<file path="src/rtl/mips_multicycle_ctrl.sv">
// Multi-cycle MIPS control FSM: sequences fetch/decode/execute/memory/write-back
// over a shared datapath and emits Moore-decoded datapath strobes per state.
module mips_multicycle_ctrl #(
    parameter int OPCODE_WIDTH = 6
) (
    input  logic                    clk,
    input  logic                    rst_n,
    input  logic [OPCODE_WIDTH-1:0] opcode,
    input  logic                    zero,
    input  logic                    mem_ready,
    output logic                    pc_write,
    output logic                    ir_write,
    output logic                    i_or_d,
    output logic                    mem_read,
    output logic                    mem_write,
    output logic                    reg_write,
    output logic                    reg_dst,
    output logic                    mem_to_reg,
    output logic                    alu_src_a,
    output logic [1:0]              alu_src_b,
    output logic [2:0]              alu_op,
    output logic [1:0]              pc_source,
    output logic                    instr_done,
    output logic                    illegal,
    output logic [3:0]              state
);

    typedef enum logic [3:0] {
        S_FETCH     = 4'd0,
        S_DECODE    = 4'd1,
        S_MEM_ADDR  = 4'd2,
        S_MEM_RD    = 4'd3,
        S_MEM_WB    = 4'd4,
        S_MEM_WR    = 4'd5,
        S_R_EXEC    = 4'd6,
        S_R_WB      = 4'd7,
        S_BRANCH    = 4'd8,
        S_ADDI_EXEC = 4'd9,
        S_ADDI_WB   = 4'd10,
        S_JUMP      = 4'd11,
        S_TRAP      = 4'd12
    } state_e;

    localparam logic [OPCODE_WIDTH-1:0] OP_RTYPE = OPCODE_WIDTH'(6'b000000);
    localparam logic [OPCODE_WIDTH-1:0] OP_LW    = OPCODE_WIDTH'(6'b100011);
    localparam logic [OPCODE_WIDTH-1:0] OP_SW    = OPCODE_WIDTH'(6'b101011);
    localparam logic [OPCODE_WIDTH-1:0] OP_BEQ   = OPCODE_WIDTH'(6'b000100);
    localparam logic [OPCODE_WIDTH-1:0] OP_ADDI  = OPCODE_WIDTH'(6'b001000);
    localparam logic [OPCODE_WIDTH-1:0] OP_J     = OPCODE_WIDTH'(6'b000010);

    state_e state_q, state_d;
    logic   is_load_q, is_load_d;
    logic   illegal_q, illegal_d;

    logic       pc_write_s, ir_write_s, i_or_d_s, mem_read_s, mem_write_s;
    logic       reg_write_s, reg_dst_s, mem_to_reg_s, alu_src_a_s, instr_done_s;
    logic [1:0] alu_src_b_s, pc_source_s;
    logic [2:0] alu_op_s;

    // State, load/store flag and sticky illegal flag registers
    always_ff @(posedge clk or negedge rst_n) begin
        if (!rst_n) begin
            state_q   <= S_FETCH;
            is_load_q <= 1'b0;
            illegal_q <= 1'b0;
        end else begin
            state_q   <= state_d;
            is_load_q <= is_load_d;
            illegal_q <= illegal_d;
        end
    end

    // Next-state logic; opcode is only looked at in DECODE, so lw/sw is remembered
    always_comb begin
        state_d   = state_q;
        is_load_d = is_load_q;
        illegal_d = illegal_q;
        case (state_q)
            S_FETCH: begin
                if (mem_ready) state_d = S_DECODE;
                else           state_d = S_FETCH;
            end
            S_DECODE: begin
                is_load_d = 1'b0;
                case (opcode)
                    OP_RTYPE: state_d = S_R_EXEC;
                    OP_LW: begin
                        state_d   = S_MEM_ADDR;
                        is_load_d = 1'b1;
                    end
                    OP_SW:    state_d = S_MEM_ADDR;
                    OP_BEQ:   state_d = S_BRANCH;
                    OP_ADDI:  state_d = S_ADDI_EXEC;
                    OP_J:     state_d = S_JUMP;
                    default:  state_d = S_TRAP;
                endcase
            end
            S_MEM_ADDR: begin
                if (is_load_q) state_d = S_MEM_RD;
                else           state_d = S_MEM_WR;
            end
            S_MEM_RD: begin
                if (mem_ready) state_d = S_MEM_WB;
                else           state_d = S_MEM_RD;
            end
            S_MEM_WR: begin
                if (mem_ready) state_d = S_FETCH;
                else           state_d = S_MEM_WR;
            end
            S_R_EXEC:    state_d = S_R_WB;
            S_ADDI_EXEC: state_d = S_ADDI_WB;
            S_MEM_WB, S_R_WB, S_BRANCH, S_ADDI_WB, S_JUMP: state_d = S_FETCH;
            S_TRAP:      state_d = S_TRAP;
            default:     state_d = S_FETCH;
        endcase
        if (state_d == S_TRAP) illegal_d = 1'b1;
        else                   illegal_d = illegal_q;
    end

    // Moore decode of datapath controls; mem_ready/zero only qualify strobes
    always_comb begin
        pc_write_s   = 1'b0;
        ir_write_s   = 1'b0;
        i_or_d_s     = 1'b0;
        mem_read_s   = 1'b0;
        mem_write_s  = 1'b0;
        reg_write_s  = 1'b0;
        reg_dst_s    = 1'b0;
        mem_to_reg_s = 1'b0;
        alu_src_a_s  = 1'b0;
        alu_src_b_s  = 2'b00;
        alu_op_s     = 3'b000;
        pc_source_s  = 2'b00;
        instr_done_s = 1'b0;
        case (state_q)
            S_FETCH: begin
                mem_read_s  = 1'b1;
                alu_src_b_s = 2'b01;
                ir_write_s  = mem_ready;
                pc_write_s  = mem_ready;
            end
            S_DECODE:   alu_src_b_s = 2'b11;
            S_MEM_ADDR: begin
                alu_src_a_s = 1'b1;
                alu_src_b_s = 2'b10;
            end
            S_MEM_RD: begin
                mem_read_s = 1'b1;
                i_or_d_s   = 1'b1;
            end
            S_MEM_WB: begin
                reg_write_s  = 1'b1;
                mem_to_reg_s = 1'b1;
                instr_done_s = 1'b1;
            end
            S_MEM_WR: begin
                mem_write_s  = 1'b1;
                i_or_d_s     = 1'b1;
                instr_done_s = mem_ready;
            end
            S_R_EXEC: begin
                alu_src_a_s = 1'b1;
                alu_op_s    = 3'b010;
            end
            S_R_WB: begin
                reg_write_s  = 1'b1;
                reg_dst_s    = 1'b1;
                instr_done_s = 1'b1;
            end
            S_BRANCH: begin
                alu_src_a_s  = 1'b1;
                alu_op_s     = 3'b001;
                pc_source_s  = 2'b01;
                pc_write_s   = zero;
                instr_done_s = 1'b1;
            end
            S_ADDI_EXEC: begin
                alu_src_a_s = 1'b1;
                alu_src_b_s = 2'b10;
            end
            S_ADDI_WB: begin
                reg_write_s  = 1'b1;
                instr_done_s = 1'b1;
            end
            S_JUMP: begin
                pc_write_s   = 1'b1;
                pc_source_s  = 2'b10;
                instr_done_s = 1'b1;
            end
            S_TRAP:  instr_done_s = 1'b0;
            default: instr_done_s = 1'b0;
        endcase
    end

    // Reset gates every control combinationally so nothing fires before a clock edge
    assign pc_write   = rst_n & pc_write_s;
    assign ir_write   = rst_n & ir_write_s;
    assign i_or_d     = rst_n & i_or_d_s;
    assign mem_read   = rst_n & mem_read_s;
    assign mem_write  = rst_n & mem_write_s;
    assign reg_write  = rst_n & reg_write_s;
    assign reg_dst    = rst_n & reg_dst_s;
    assign mem_to_reg = rst_n & mem_to_reg_s;
    assign alu_src_a  = rst_n & alu_src_a_s;
    assign alu_src_b  = {2{rst_n}} & alu_src_b_s;
    assign alu_op     = {3{rst_n}} & alu_op_s;
    assign pc_source  = {2{rst_n}} & pc_source_s;
    assign instr_done = rst_n & instr_done_s;
    assign illegal    = illegal_q;
    assign state      = state_q;

endmodule

</file>
<file path="config.mk">
export PLATFORM = sky130hd
export DESIGN_NAME = mips_multicycle_ctrl
export DESIGN_NICKNAME = d
export VERILOG_FILES = /design/src/rtl/mips_multicycle_ctrl.sv
export SDC_FILE = /design/constraint.sdc
export NUM_CORES = 1
export LEC_CHECK = 0
export CAP_MARGIN = 10
export CORE_MARGIN = 5
export CORE_UTILIZATION = 41
export CTS_CLUSTER_DIAMETER = 100
export DETAILED_ROUTE_END_ITERATION = 12
export PLACE_DENSITY = 0.81
export REMOVE_ABC_BUFFERS = 1
export SYNTH_ARGS = -nofsm -noshare
export SYNTH_HDL_FRONTEND = slang
export SYNTH_SLANG_ARGS = --single-unit
</file>
<file path="constraint.sdc">
create_clock -name clk -period 2.3 [get_ports clk]
set_clock_uncertainty 0.15 [all_clocks]
set_input_delay 0.575 -clock clk [delete_from_list [all_inputs] [get_ports clk]]
set_output_delay 0.575 -clock clk [all_outputs]
set_load 0.02 [all_outputs]
</file>
After elaboration in Yosys (flattened, before gate mapping) --
Cells that the tools add are included.
Storage, ports and cells: output and inout port bits 22, bits in registers 6, input port bits 10
Operators by class: equality and inequality tests 18, reductions and logical operators 9, multiplexer cells 20, bitwise operators 13
Operators with widths (number):
- 4-bit case mux with 8 select lines | 1
- 4-bit == test, second input constant | 6
- 4-bit case mux with 5 select lines | 1
- 4-bit by 3-bit == test with 1-bit output, second input constant | 4
- 6-bit == test, second input constant | 2
- 1-bit bitwise AND | 10
- 1-bit two-way mux | 10
- 3-bit two-way mux | 3
- 4-bit by 2-bit == test with 1-bit output, second input constant | 2
- 2-bit case mux with 2 select lines | 2
- 2-bit OR reduction | 4
- 6-bit by 2-bit == test with 1-bit output, second input constant | 1
- 6-bit by 3-bit == test with 1-bit output, second input constant | 1
- 6-bit by 4-bit == test with 1-bit output, second input constant | 1
- 6-bit zero test | 1
- 2-bit case mux with 3 select lines | 1
- 5-bit OR reduction | 1
- 2-bit bitwise AND | 2
- 4-bit by 1-bit == test with 1-bit output, second input constant | 1
- 4-bit zero test | 1
- 4-bit OR reduction | 1
- 3-bit bitwise AND | 1
- 1-bit case mux with 3 select lines | 1
- 3-bit OR reduction | 1
- 1-bit case mux with 2 select lines | 1

Longest topological paths before layout --
Gate-level depths: netlist (run 1).
depth in word-level cells 5, mapped depth 6, gate-level depth less buffers 5

Least setup slack after synthesis (run 1) --
Ideal clock, no wire load.
path type reg2out, start point reg state_q[0], in the netlist state[0], end point out instr_done, path buffers 1, slack -140 ps, arrival 1715 ps, data required time 1575 ps, cell stages (with the launch flop) 5, cells stage by stage dfrtp_1 -> clkbuf_1 -> nor2b_1 -> o21ai_0 -> nor4bb_1
On the way: longest elaborated chain between the ends 4, elaborated cells between the ends (all ways) 9, those cells by class eq/ne: 6; mux: 1; bitwise: 1; reduce/logical: 1
RTL lines:
- start: declaration | line 51 | state_e state_q, state_d;
- start signal: assignment | line 67 | state_q <= state_d;
- 4-bit == test / 4-bit by 3-bit == test with 1-bit output (equally long branches) | line 135 | case (state_q)
- 5-bit OR reduction (no line)
- 1-bit case mux with 2 select lines (*) | line 135
- 1-bit bitwise AND (*) | line 208 | assign instr_done = rst_n & instr_done_s;
- end: declaration | line 23 | output logic instr_done,
Every way passes the cells marked *; elsewhere a longest branch is shown, timed or not.

Worst setup path after layout (run 1) --
start point in zero, end point out pc_write
On the way: longest elaborated chain between the ends 2
RTL lines:
- start: declaration | line 9 | input logic zero,
- 1-bit case mux with 3 select lines | line 135
- 1-bit bitwise AND | line 196 | assign pc_write = rst_n & pc_write_s;
- end: declaration | line 11 | output logic pc_write,
No other way between the ends.

==> flow_summary.yaml, run 1 <==
synthesis:
  ys_ff_latch: 6
  ys_seq_area_frac: 0.206
  yosysTopAreaCell: "dfrtp_1"
  syn_avg_cell_area_um2: 7.29
  yosysWarnings: 0
  synth_ff_type: "dfrtp_1"
  netlist_area_um2: 729
  synth_edf_count: 0
  synth-async-reset-ratio: 1.00
  synthCells: 100
  netlist.area_leader.share: 0.206
  synth_area_leaders: "dfrtp_1, nor2_1, a21oi_1, nor2b_1, nor3_1"
  ys_types: 37
global_routing:
  first_global_vias: 927
  grt_max_degree: 10
  grt_pass1_wl_um: 3910
  antenna_found_initial: 0
  grt_usage: 0.189
  overflow: 0
floorplanning:
  initial_core_util: 0.427
  ios: 32
  die_y_um: 52.2
  coreArea_um2: 1710
  die_area_um2: 2720
  rows: 15
  die_w_um: 52.2
setup_path:
  arrival_ns: 1.50
  cp-endpoint: "pc_write"
  cp.required_ns: 1.57
  ff2ff_path_depth: 7
  cp_slowest_cell: "clkdlybuf4s50_1"
  worst_setup_path_end_kind: "output pin"
  ff2ff_setup_slack_ns: 0.28
  crit_fanout: 1
  crit_start: "zero"
  crit_top_cell: "nand2_1"
  rr_endpoint: "illegal$_DFFE_PN0N_"
  rr_startpoint: "state[2]$_DFF_PN0_"
  cp_slowest_stage_delay_ns: 0.46
  cp_num_buf_inv: 2
  cp_top_family: "buffers and inverters"
  cp_num_cells: 6
  crit_path_start_kind: "input pin"
  path_class: "input pin to output pin"
  worstPathCellList: "clkdlybuf4s50_1 -> nand2_1 -> o21ai_0 -> nand2_1 -> a21oi_1 -> buf_4"
route:
  first_pass_iters: 4
  drtAntennaViolNets: 0
  routed_wirelength_um: 2430
  remaining_drc_errors: 0
  route.vias.total: 918
  drtIter0Drc: 14
  routedWlPerCell_um: 13.5
  avgViaCountPerCell: 5.10
clock_tree:
  clkTransAtPathRegs_ns: 0.04
  cts_max_level: 1
  clock_sinks: 6
  clockBufferDepth: 2
  cts_setup_buffers: 0
  numCtsBuffers: 3
  clock_insertion_delay_worst_skew_ns: 0.24
  cts_root_buf: "clkbuf_4"
  tritoncts: "yes"
sta:
  final-setup-viol-count: 0
  hold_violations: 0
  finalSetupTns_ns: 0
  final-max-slew-violation-count: 0
  post-route-period-util: 0.969
  fin_crit_ns: 2.23
  grt_setup_unrepaired: "no"
  setup_slack_ns: 0.0724
  fmax_mhz: 449
pwr:
  p_leak_nw: 0.551
  p_per_area_nw_per_um2: 1000
  vdd_drop_max_mv: 0.552
  power_mw: 1.21
place:
  dp_slack_ns: -0.581
  port_buffers: 30
  dp_hpwl_um: 2000
  gp_congestion: 0.837
worst_hold_path:
  hold_path_class: "input pin to asynchronous set/reset pin"
finish:
  diodes: 0
  areaGrowthSynthToFinish_pct: 66.0
  layout-drive-gt1-share: 0.394
  nets: 167
run_status:
  status: "complete, no violations"
run:
  drv_cap: 0
==> power breakdown <==
part / switching, mW / total (mW) / internal (mW)
Sequential: 0.0489 / 0.194 / 0.145
Combinational: 0.481 / 0.927 / 0.445
Clock: 0.0352 / 0.0940 / 0.0588
Total: 0.565 / 1.21 / 0.649
==> layout make-up <==
| cell class | count | area, um2 |
|---|---|---|
| clock buffers | 3 | 22.5 |
| fillers | 145 | 497 |
| inverters | 4 | 15.0 |
| multi-input cells | 83 | 537 |
| flip-flops and latches | 6 | 153 |
| well taps | 25 | 31.3 |
| repair buffers | 59 | 453 |
==> routing by layer <==
layer | share of wire | track usage | wire [um]
met3 | 0.10 | 0.0199 | 245
met4 | 0.021 | 0.0766 | 51
met1 | 0.39 | 0.192 | 946
met2 | 0.49 | 0.383 | 1190
met5 | 0 | 0 | 0
==> cells in the final DEF (no fill, tap or decap), types with 2 or more instances in the layout <==
master and instances:
nor3b_2 2, nor3b_1 3, nor2b_1 6, buf_2 12, o21ai_0 4, dlygate4sd2_1 2
inv_1 4, nand2b_1 4, clkbuf_4 3, clkdlybuf4s15_2 2, o211ai_2 2, nand2_1 8
dfrtp_1 4, xnor2_1 2, nor2_1 12, nor3_1 5, clkdlybuf4s50_1 12, dfrtp_2 2
nand3_1 2, nor4b_1 2, buf_4 31, nand3b_1 2, a21oi_1 8, o21ai_1 2
==> state kept, by name, summed over array words and instances (netlist names) <==
register / cells
state: 4
illegal: 1
is_load_q: 1
==> per-stage QoR <==
stage,cells,util,area [um2],hold WS (ns)
global placement,177,0.725,1240,0.308
global route,180,0.709,1210,0.314
detailed placement,177,0.725,1240,0.317
CTS,180,0.707,1210,0.303
finish,180,0.709,1210,0.317
floorplan,93,-,688,0.129
==> synth_stat cells, types with 2 or more instances <==
cell / instances
nor4_1: 2
nor3b_1: 3
nand3_1: 2
clkbuf_1: 2
o211ai_2: 2
o21ai_1: 2
nor4b_1: 2
nand3b_1: 2
xnor2_1: 2
a21oi_1: 8
dfrtp_1: 6
o21ai_0: 4
nor3_1: 6
nor3b_2: 2
nor2_1: 13
nor2b_1: 6
buf_2: 3
nand2b_1: 4
nand2_1: 8
inv_1: 4
==> worst min-delay path by stage <==
stage / endpoint / slack [ns] / from
finish: is_load_q$_DFFE_PN0P_ / 0.32 / rst_n
global route: is_load_q$_DFFE_PN0P_ / 0.31 / rst_n
CTS: state[0]$_DFF_PN0_ / 0.30 / rst_n
detailed placement: illegal$_DFFE_PN0N_ / 0.32 / illegal$_DFFE_PN0N_
global placement: illegal$_DFFE_PN0N_ / 0.31 / illegal$_DFFE_PN0N_
floorplan: illegal$_DFFE_PN0N_ / 0.13 / rst_n
==> kinds of logic after synthesis <==
logic type,after synthesis,share of synthesized area
mux,1,0.0154
compound gates,23,0.209
simple gates,56,0.463
buf+inv,11,0.0772
other cells,1,0.00514
xor+xnor,2,0.0240
flops,6,0.206
==> what timing repair did <==
item | CTS | global route
gates resized for setup | 72 | 4
hold endpoints to repair | 0 | 0
endpoints found under the setup margin | 16 | 4
hold buffers | 0 | 0
cloned | 0 | 0
(Power assumes the default switching activity.)
==> inputs of run 2 (changes only) <==
--- a/config.mk
+++ b/config.mk
@@ -12,6 +12,7 @@
 export DETAILED_ROUTE_END_ITERATION = 12
 export PLACE_DENSITY = 0.81
 export REMOVE_ABC_BUFFERS = 1
+export SLEW_MARGIN = 0
 export SYNTH_ARGS = -nofsm -noshare
 export SYNTH_HDL_FRONTEND = slang
 export SYNTH_SLANG_ARGS = --single-unit
==> results of run 2 <==
No change in the layout: final DEF, timing and power equal those of run 1.
==> inputs of run 3 (changes only) <==
--- a/config.mk
+++ b/config.mk
@@ -12,6 +12,7 @@
 export DETAILED_ROUTE_END_ITERATION = 12
 export PLACE_DENSITY = 0.81
 export REMOVE_ABC_BUFFERS = 1
+export SETUP_SLACK_MARGIN = 0.15
 export SLEW_MARGIN = 0
 export SYNTH_ARGS = -nofsm -noshare
 export SYNTH_HDL_FRONTEND = slang
==> flow_summary.yaml, run 3 (synthesis gave the netlist of run 1 again) <==
finish:
  final_cell_mix: "buf_4, buf_6, nor2_1, nand2_1"
  multi_input_area_um2: 654
  utilization: 0.840
  largest_reg_flops: 4
  areaGrowthSynthToFinish_pct: 96.6
  diodes: 0
  seqCellArea_um2: 154
  nets: 173
  final_common_cell: "buf_4"
  layout-drive-gt1-share: 0.534
  fillCellCount: 100
clock_tree:
  numCtsBuffers: 3
  clock_sinks: 6
  tritoncts: "yes"
  cts_max_level: 1
  clockBufferDepth: 2
  cts_root_buf: "clkbuf_4"
  clkTransAtPathRegs_ns: 0.04
  clock_insertion_delay_worst_skew_ns: 0.24
setup_path:
  crit_path_start_kind: "input pin"
  worst_setup_path_end_kind: "output pin"
  cp.required_ns: 1.57
  arrival_ns: 1.50
  crit_fanout: 4
  path_class: "input pin to output pin"
route:
  first_pass_iters: 4
  drtIter0Drc: 16
  avgViaCountPerCell: 5.48
  routedWlPerCell_um: 16.4
  route.vias.total: 1019
  drtAntennaViolNets: 0
  routed_wirelength_um: 3050
  remaining_drc_errors: 0
floorplanning:
  die_w_um: 52.2
  ios: 32
  initial_core_util: 0.427
  die_y_um: 52.2
  die_area_um2: 2720
  rows: 15
  coreArea_um2: 1710
sta:
  final-setup-viol-count: 0
  fin_crit_ns: 2.22
  grt_setup_unrepaired: "yes"
  fmax_mhz: 449
  finalSetupTns_ns: 0
  final-max-slew-violation-count: 0
  setup_slack_ns: 0.0750
  hold_violations: 0
  post-route-period-util: 0.967
place:
  gp_congestion: 0.837
  dp_slack_ns: -0.581
  port_buffers: 30
  dp_hpwl_um: 2000
run:
  drv_cap: 0
pwr:
  power_mw: 1.44
  p_leak_nw: 0.655
  p_per_area_nw_per_um2: 1010
  vdd_drop_max_mv: 0.579
run_status:
  status: "complete, no violations"
global_routing:
  antenna_found_initial: 0
  grt_pass1_wl_um: 4110
  overflow: 0
  grt_usage: 0.199
  first_global_vias: 954
  grt_max_degree: 10
worst_hold_path:
  hold_path_class: "flop to flop"
## run 3: changes by cell type in the layout (fill, tap and decap cells not counted), sizes merged
cell	change
buf	+8
dlymetal6s2s	+4
clkdlybuf4s50	-7
dlygate4sd2	+1
## run 3: where the power goes
group	total [mW]	internal (mW)	leakage [nW]	switching (mW)
Sequential	0.209	0.146	0.0723	0.0626
Clock	0.0950	0.0589	0.0138	0.0361
Combinational	1.14	0.552	0.569	0.587
Total	1.44	0.757	0.655	0.686
## run 3: repair_timing
| action | in CTS | in global routing |
|---|---|---|
| endpoints found under the setup margin | 20 | 15 |
| hold buffers | 0 | 0 |
| gates resized for setup | 91 | 44 |
| setup buffers | 1 | 5 |
| pin swaps | 4 | 8 |
## run 3: critical path, cell delays in order
cell and delay, ns:
clkdlybuf4s15_1 0.25, buf_4 0.16, nor4bb_2 0.30, buf_4 0.20
## run 3: final timing paths
kind                                            end  cells past startpoint  slack, ns           startpoint
max in group asynchronous        state[3]$_DFF_PN0_                      4       1.39                rst_n
worst min register to register  illegal$_DFFE_PN0N_                      1       0.32  illegal$_DFFE_PN0N_
worst max register to register  illegal$_DFFE_PN0N_                      7       0.27   state[2]$_DFF_PN0_
worst max-delay path                     instr_done                      4       0.08                rst_n
worst min-delay path            illegal$_DFFE_PN0N_                      1       0.32  illegal$_DFFE_PN0N_
min in group asynchronous        state[2]$_DFF_PN0_                      3       0.36                rst_n
## run 3: final cells by class
cell class | count | share of cell area
multi-input cells | 83 | 0.456
repair buffers | 65 | 0.388
flip-flops and latches | 6 | 0.107
well taps | 25 | 0.0218
clock buffers | 3 | 0.0157
inverters | 4 | 0.0105
## run 3: metrics by stage
stage / hold WS [ns] / cell area (um2) / instances
5_1_grt: 0.352 / 1430 / 186
3_5_place_dp: 0.317 / 1240 / 177
2_1_floorplan: 0.129 / 688 / 93
4_1_cts: 0.271 / 1250 / 181
3_3_place_gp: 0.308 / 1240 / 177
6_report: 0.323 / 1430 / 186
## run 3: routing by layer
layer | vias up | wire [um] | global-route usage
met1 | 479 | 1260 | 0.207
met5 | - | 0 | 0
met2 | 51 | 1480 | 0.397
met4 | 0 | 112 | 0.0809
met3 | 15 | 193 | 0.0199
li1 | 474 | - | -
